==> config.mk <==
export PLATFORM = sky130hd
export DESIGN_NAME = sarlock_key_loader
export DESIGN_NICKNAME = d
export VERILOG_FILES = /design/src/rtl/sarlock_key_loader.sv
export SDC_FILE = /design/constraint.sdc
export NUM_CORES = 1
export LEC_CHECK = 0
export BUFFER_PORTS_ARGS = -buffer_cell sky130_fd_sc_hd__clkbuf_2
export CORE_UTILIZATION = 52
export DETAILED_ROUTE_END_ITERATION = 8
export PLACE_DENSITY_LB_ADDON = 0.2
export SYNTH_ARGS = -nofsm -noshare
export SYNTH_HDL_FRONTEND = slang
export SYNTH_SLANG_ARGS = --single-unit
==> constraint.sdc <==
create_clock -name clk -period 1.7 [get_ports clk]
set_input_delay 0.17 -clock clk [delete_from_list [all_inputs] [get_ports clk]]
set_output_delay 0.17 -clock clk [all_outputs]
set_load 0.01 [all_outputs]
==> src/rtl/sarlock_key_loader.sv <==
// sarlock_key_loader: serial (LSB-first) key loader for SARLock-locked c432.
// Bits stream into a shadow register over valid/ready. A commit pulse
// transfers the shadow atomically to key_out, so the locked netlist never
// sees a partially loaded key.
// Optional feature: define KEY_PARITY_EN to append one even-parity bit
// (index KEY_W). The key is then checked for parity at commit time.
module sarlock_key_loader #(
  parameter int KEY_W = 8,
  parameter int CNT_W = 4
) (
  input  logic             clk,
  input  logic             rst,
  input  logic             sin_valid,
  input  logic             sin_bit,
  output logic             sin_ready,
  input  logic             commit,
  input  logic             clear,
  output logic [KEY_W-1:0] key_out,
  output logic             key_valid,
  output logic             load_err,
  output logic [CNT_W-1:0] bits_rcvd
);

`ifdef KEY_PARITY_EN
  localparam int LEN = KEY_W + 1;
`else
  localparam int LEN = KEY_W;
`endif

  typedef enum logic [1:0] {IDLE, SHIFT, FULL} state_t;

  state_t           state, state_nxt;
  logic [LEN-1:0]   shadow;
  logic             accept;
  logic             last_bit;
  logic             key_good;

  // clear and commit both outrank a bit offered in the same cycle.
  assign accept   = sin_valid & sin_ready & ~commit & ~clear;
  assign last_bit = (bits_rcvd == CNT_W'(LEN - 1));

`ifdef KEY_PARITY_EN
  // Even parity over key plus parity bit.
  assign key_good = (state == FULL) & ~(^shadow);
`else
  assign key_good = (state == FULL);
`endif

  // State register.
  always_ff @(posedge clk or posedge rst) begin
    if (rst) state <= IDLE;
    else     state <= state_nxt;
  end

  // Next-state: any commit or clear returns to IDLE; the LEN-th bit fills.
  always_comb begin
    state_nxt = state;
    if (clear || commit)
      state_nxt = IDLE;
    else if (accept)
      state_nxt = last_bit ? FULL : SHIFT;
  end

  // Output decode from registered state only.
  always_comb begin
    sin_ready = (state != FULL);
  end

  // Datapath: shadow fill, atomic key transfer, sticky error, bit count.
  always_ff @(posedge clk or posedge rst) begin
    if (rst) begin
      shadow    <= '0;
      bits_rcvd <= '0;
      key_out   <= '0;
      key_valid <= 1'b0;
      load_err  <= 1'b0;
    end else if (clear) begin
      shadow    <= '0;
      bits_rcvd <= '0;
      key_out   <= '0;
      key_valid <= 1'b0;
      load_err  <= 1'b0;
    end else if (commit) begin
      shadow    <= '0;
      bits_rcvd <= '0;
      if (key_good) begin
        key_out   <= shadow[KEY_W-1:0];
        key_valid <= 1'b1;
        load_err  <= 1'b0;
      end else begin
        load_err  <= 1'b1;
      end
    end else if (accept) begin
      // Shadow is zero above the fill point, so OR-ing in the bit is a write.
      shadow    <= shadow | ({{(LEN-1){1'b0}}, sin_bit} << bits_rcvd);
      bits_rcvd <= bits_rcvd + CNT_W'(1);
    end
  end

endmodule

# == Yosys cells after proc, flatten, opt, wreduce, memory -nomap -nowiden ==
# Cells that the tools add are included.
# classes
muxes,18
eq_ne,3
n_bitwise,6
order_cmp,0
n_addsub,1
n_mul,0
div_mod_pow,0
n_reduce_logical,6
n_shift,1
# ops
cell,count
8-bit two-way mux,6
4-bit two-way mux,3
8-bit OR,1
1-bit by 4-bit left shift with 8-bit output,1
1-bit two-way mux,6
2-bit two-way mux,3
2-bit nonzero test,3
"4-bit by 1-bit adder with 4-bit output, second input constant",1
"4-bit by 3-bit == test with 1-bit output, second input constant",1
1-bit bitwise AND,3
3-bit nonzero test,1
"2-bit == test, second input constant",1
"2-bit inequality test, second input constant",1
1-bit inverter,2
2-bit AND reduction,1
1-bit logical OR,1
# word_totals
memories,0
word_cells,41
output_inout_bits,15
register_bits,24
in_bits,6
ram_bits,0
latchBits,0
rom_bits,0

# == Depth between registers and ports, before layout ==
# logic_depth
depth_word,7
mapped_depth,5
ltp_nobuf,4

# == Worst setup path after synthesis ==
# OpenSTA, ideal clock, no wires.
# synth_timing
kind,register -> register
from,register bits_rcvd[1]
to,register bits_rcvd[2]
setup_time_ns,0.077
slack_ns,0.277
period_less_slack_ns,1.423
required_time_ns,1.623
n_path_buf,0
stages_incl_launch_ff,5
t_arrival_ns,1.345
cell_sequence,dfrtp_1 -> ha_1 -> inv_1 -> or4_1 -> a21oi_1
# synth_between
elab_chain_cells,4
# synth_rtl
item,line,rtl
from (decl),21,output logic [CNT_W-1:0] bits_rcvd
from (signal assigned),96,bits_rcvd <= bits_rcvd + CNT_W'(1);
4-bit by 1-bit adder with 4-bit output,96,
4-bit two-way mux,93,end else if (accept) begin
4-bit two-way mux,83,end else if (commit) begin
4-bit two-way mux,77,end else if (clear) begin
# Every way passes these cells. The select of a mux whose other input is x is not followed.
# A chain may end at the register's enable or synchronous reset.

# == Final worst setup path ==
# Ends and elaborated chain as after synthesis.

==> results.toml <==
[setup_path]
cp_max_fo = 9
reg2reg_depth = 4
path_delay_family = "flip-flops"
start_kind = "flip-flop"
endpoint_kind = "flip-flop"
arrival_ns = 1.78
crit_type = "reg2reg"
cpPeakStageDelay_ns = 0.53
path_cells = "ha_1, inv_1, or4_1, a21oi_1"
critPathSlowestCell = "dfrtp_1"
crit_cells = 4
crit_required_ns = 1.94
path_buf_inv = 1

[logic_synthesis]
synth.avg_cell_area_um2 = 10.10
synth.distinct_cells = 29
synth_top_family_by_area = "simple AND/OR/NAND/NOR gates"
synth_area_leaders = "dfrtp_1 56%, a21oi_1 6.1%, nand3_1 5.6%"
syn_nets = 113
ys_seq_area_share_pct = 56.07
synth_common_cells = "24 x dfrtp_1, 14 x nand2_1, 13 x a21oi_1"
yosysMostFrequentCell = "dfrtp_1"
muxShareOfSynthArea_pct = 0
yosys_warnings = 0
yosys_most_used_dff = "dfrtp_1"
synth_edf_count = 0
synth-compound-area-share_pct = 16.82
synth_area_um2 = 1071
synth-adder-area-share_pct = 1.168
synthXorXnorAreaFrac_pct = 0
ys_seq_elements = 24
postSynthCellCount = 106
async_flop_share_pct = 100.0
synth_top_cell_area_share_pct = 56.07
yosys.area_share.simple_pct = 21.26
yosys.area.top_type = "dfrtp_1"

[detailed_routing]
wl_per_cell_um = 13.14
firstDrtPassIters = 4
antenna_left = 0
wl_met2_mm = 1.018
vias_per_cell = 5.554
vias = 872
dr_wl_met3_um = 90
drcViolationCount = 0
highest_layer = "met3"
wirelength_mm = 2.063
wl_met1_um = 954
drt_iter0_markers = 10

[place]
routabilityCongestion = 0.8070
placed_area_um2 = 1204
io_buffers = 20
hpwl_mm = 1.461
placed_cells = 152

[sta]
layout_min_cycle_time_ns = 1.534
rsz0062_at_grt = "no"
tightest_slew_ns = 0.6518
hold_violations = 0
relSlewSlack_pct = 56.39
final_max_slew_viol_count = 0
setup_violations = 0
finClkSkew_ns = 0.005186
fmax_mhz = 652.0
whs_ns = 0.1409
finalCritPeriodShare_pct = 90.22
setup_tns_ns = 0

[clock_tree]
post_cts_buffers = 0
htree_num_levels = 1
clk_pin_slew_ns = 0.13
clk_latency_ns = 0.31
cts_sinks = 24
cts-root-buf = "clkbuf_4"
cts_buffer_depth = 2
cts_tree = "yes"
cts_buffers = 3

[power_and_ir_drop]
finalPower_mw = 0.9542
powerDensity_nw_per_um2 = 763.4
power_frac_comb_pct = 7.9
vdd_drop_max_mv = 0.7267
internal_power_mw = 0.7334
seq_power_share_pct = 61.1
p_leak_nw = 0.5857
p_sw_mw = 0.2208
switching_share_pct = 23.14
clock_power_share_pct = 31.0

[floorplanning]
initial_core_util_pct = 55.15
rows = 16
coreArea_um2 = 1942
fp.dieW_um = 47.39
die_h_um = 47.39
io_pins = 21
dieArea_um2 = 2245

[global_route]
antenna_found_initial = 0
grt_start_max_net_pins = 25
grt_pass1_vias = 744
grt_usage_pct = 20.95
grt_overflow = 0
grt_pass1_wl_mm = 3.243

[finish]
diodes = 0
ff_latch_area_um2 = 600.6
final_cells = 157
multiInputGateArea_um2 = 420.4
area_delta_synth_final_pct = 16.71
stdcell_area_um2 = 1250
drive_gt1_share_pct = 26.15
fill_cells = 179
layout.nets = 138

[outcome]
status = "finished, final reports clean"

[worst_hold_path]
hold_class = "in2reg"
hold_path_depth = 3

[run]
drv_cap = 0
worst min-delay path, stage by stage:
cell and delay (ns):
clkbuf_2 0.09, or3_1 0.10, o41ai_1 0.06
stage by stage:
| step | setup slack (ns) | utilization [%] |
|---|---|---|
| 2_1_floorplan | 0.2771 | - |
| 3_3_place_gp | 0.2930 | 61.98 |
| 3_5_place_dp | 0.2032 | 61.98 |
| 4_1_cts | 0.1809 | 64.37 |
| 5_1_grt | 0.1093 | 64.37 |
| 6_report | 0.1662 | 64.37 |
what timing repair did:
item                                   CTS  global route
hold buffers                             1             0
endpoints found under the hold margin   24             0
resized for setup                        0             0
final cells by class:
| type | instances | area share [%] |
|---|---|---|
| flip-flops and latches | 24 | 48.05 |
| multi-input cells | 72 | 33.63 |
| clock buffers | 4 | 2.903 |
| well taps | 27 | 2.703 |
| repair buffers | 25 | 11.21 |
| inverters | 5 | 1.502 |
power by group through the flow:
stage / Combinational (mW) / Clock (mW) / Sequential, mW
3_5_place_dp: 0.0742 / 0 / 0.594
4_1_cts: 0.0762 / 0.301 / 0.583
6_report: 0.0752 / 0.296 / 0.583
3_3_place_gp: 0.0725 / 0 / 0.594
5_1_grt: 0.0847 / 0.326 / 0.584
2_1_floorplan: 0.0462 / 0 / 0.595
layout by cell type, fill, tap and decap left out:
| cell type | count |
|---|---|
| nand3_1 | 12 |
| nand4b_1 | 1 |
| or3_4 | 1 |
| o21ai_1 | 4 |
| o41ai_1 | 1 |
| inv_2 | 2 |
| inv_1 | 3 |
| or2_1 | 2 |
| o31ai_1 | 1 |
| or4_1 | 1 |
| clkbuf_2 | 20 |
| nor2b_1 | 1 |
| o211a_1 | 1 |
| ha_1 | 1 |
| nor2_1 | 3 |
| o311ai_1 | 1 |
| or4_4 | 1 |
| a22o_1 | 2 |
| nor3_1 | 2 |
| nand2_1 | 14 |
| dfrtp_1 | 24 |
| nand3b_1 | 2 |
| dlygate4sd3_1 | 1 |
| a21oi_1 | 13 |
| nor4b_1 | 1 |
| clkbuf_8 | 1 |
| o21ai_2 | 2 |
| buf_4 | 4 |
| a32o_1 | 2 |
| o21ai_0 | 1 |
| clkbuf_4 | 3 |
| or3_1 | 2 |
state kept, by name, indices dropped and copies added (netlist names):
register and cells:
state 2, load_err 1, bits_rcvd 4, key_out 8
shadow 8, key_valid 1
final timing paths:
kind	startpoint	to	slack (ns)
max in group asynchronous	rst	bits_rcvd[0]	1.06
min in group asynchronous	rst	shadow[3]	0.41
worst min register to register	shadow[6]	shadow[6]	0.50
worst max register to register	bits_rcvd[1]	bits_rcvd[2]	0.17
worst min-delay path	commit	bits_rcvd[3]	0.14
worst max-delay path	bits_rcvd[1]	bits_rcvd[2]	0.17
metal layers:
metal / vias to the layer above / global-route usage [%]
met5: - / 0
met4: 0 / 6.857
met3: 0 / 4.615
met2: 21 / 35.89
met1: 418 / 25.95
li1: 433 / -
kinds of logic (layout without fill, tap and decap cells):
group / after synthesis / in the layout
adders and majority gates: 1 / 1
AOI/OAI and AO/OA: 28 / 28
and+or+nand+nor: 43 / 43
DFF: 24 / 24
buffers and inverters: 10 / 34
Note: power is estimated with default switching activity, not from simulation.
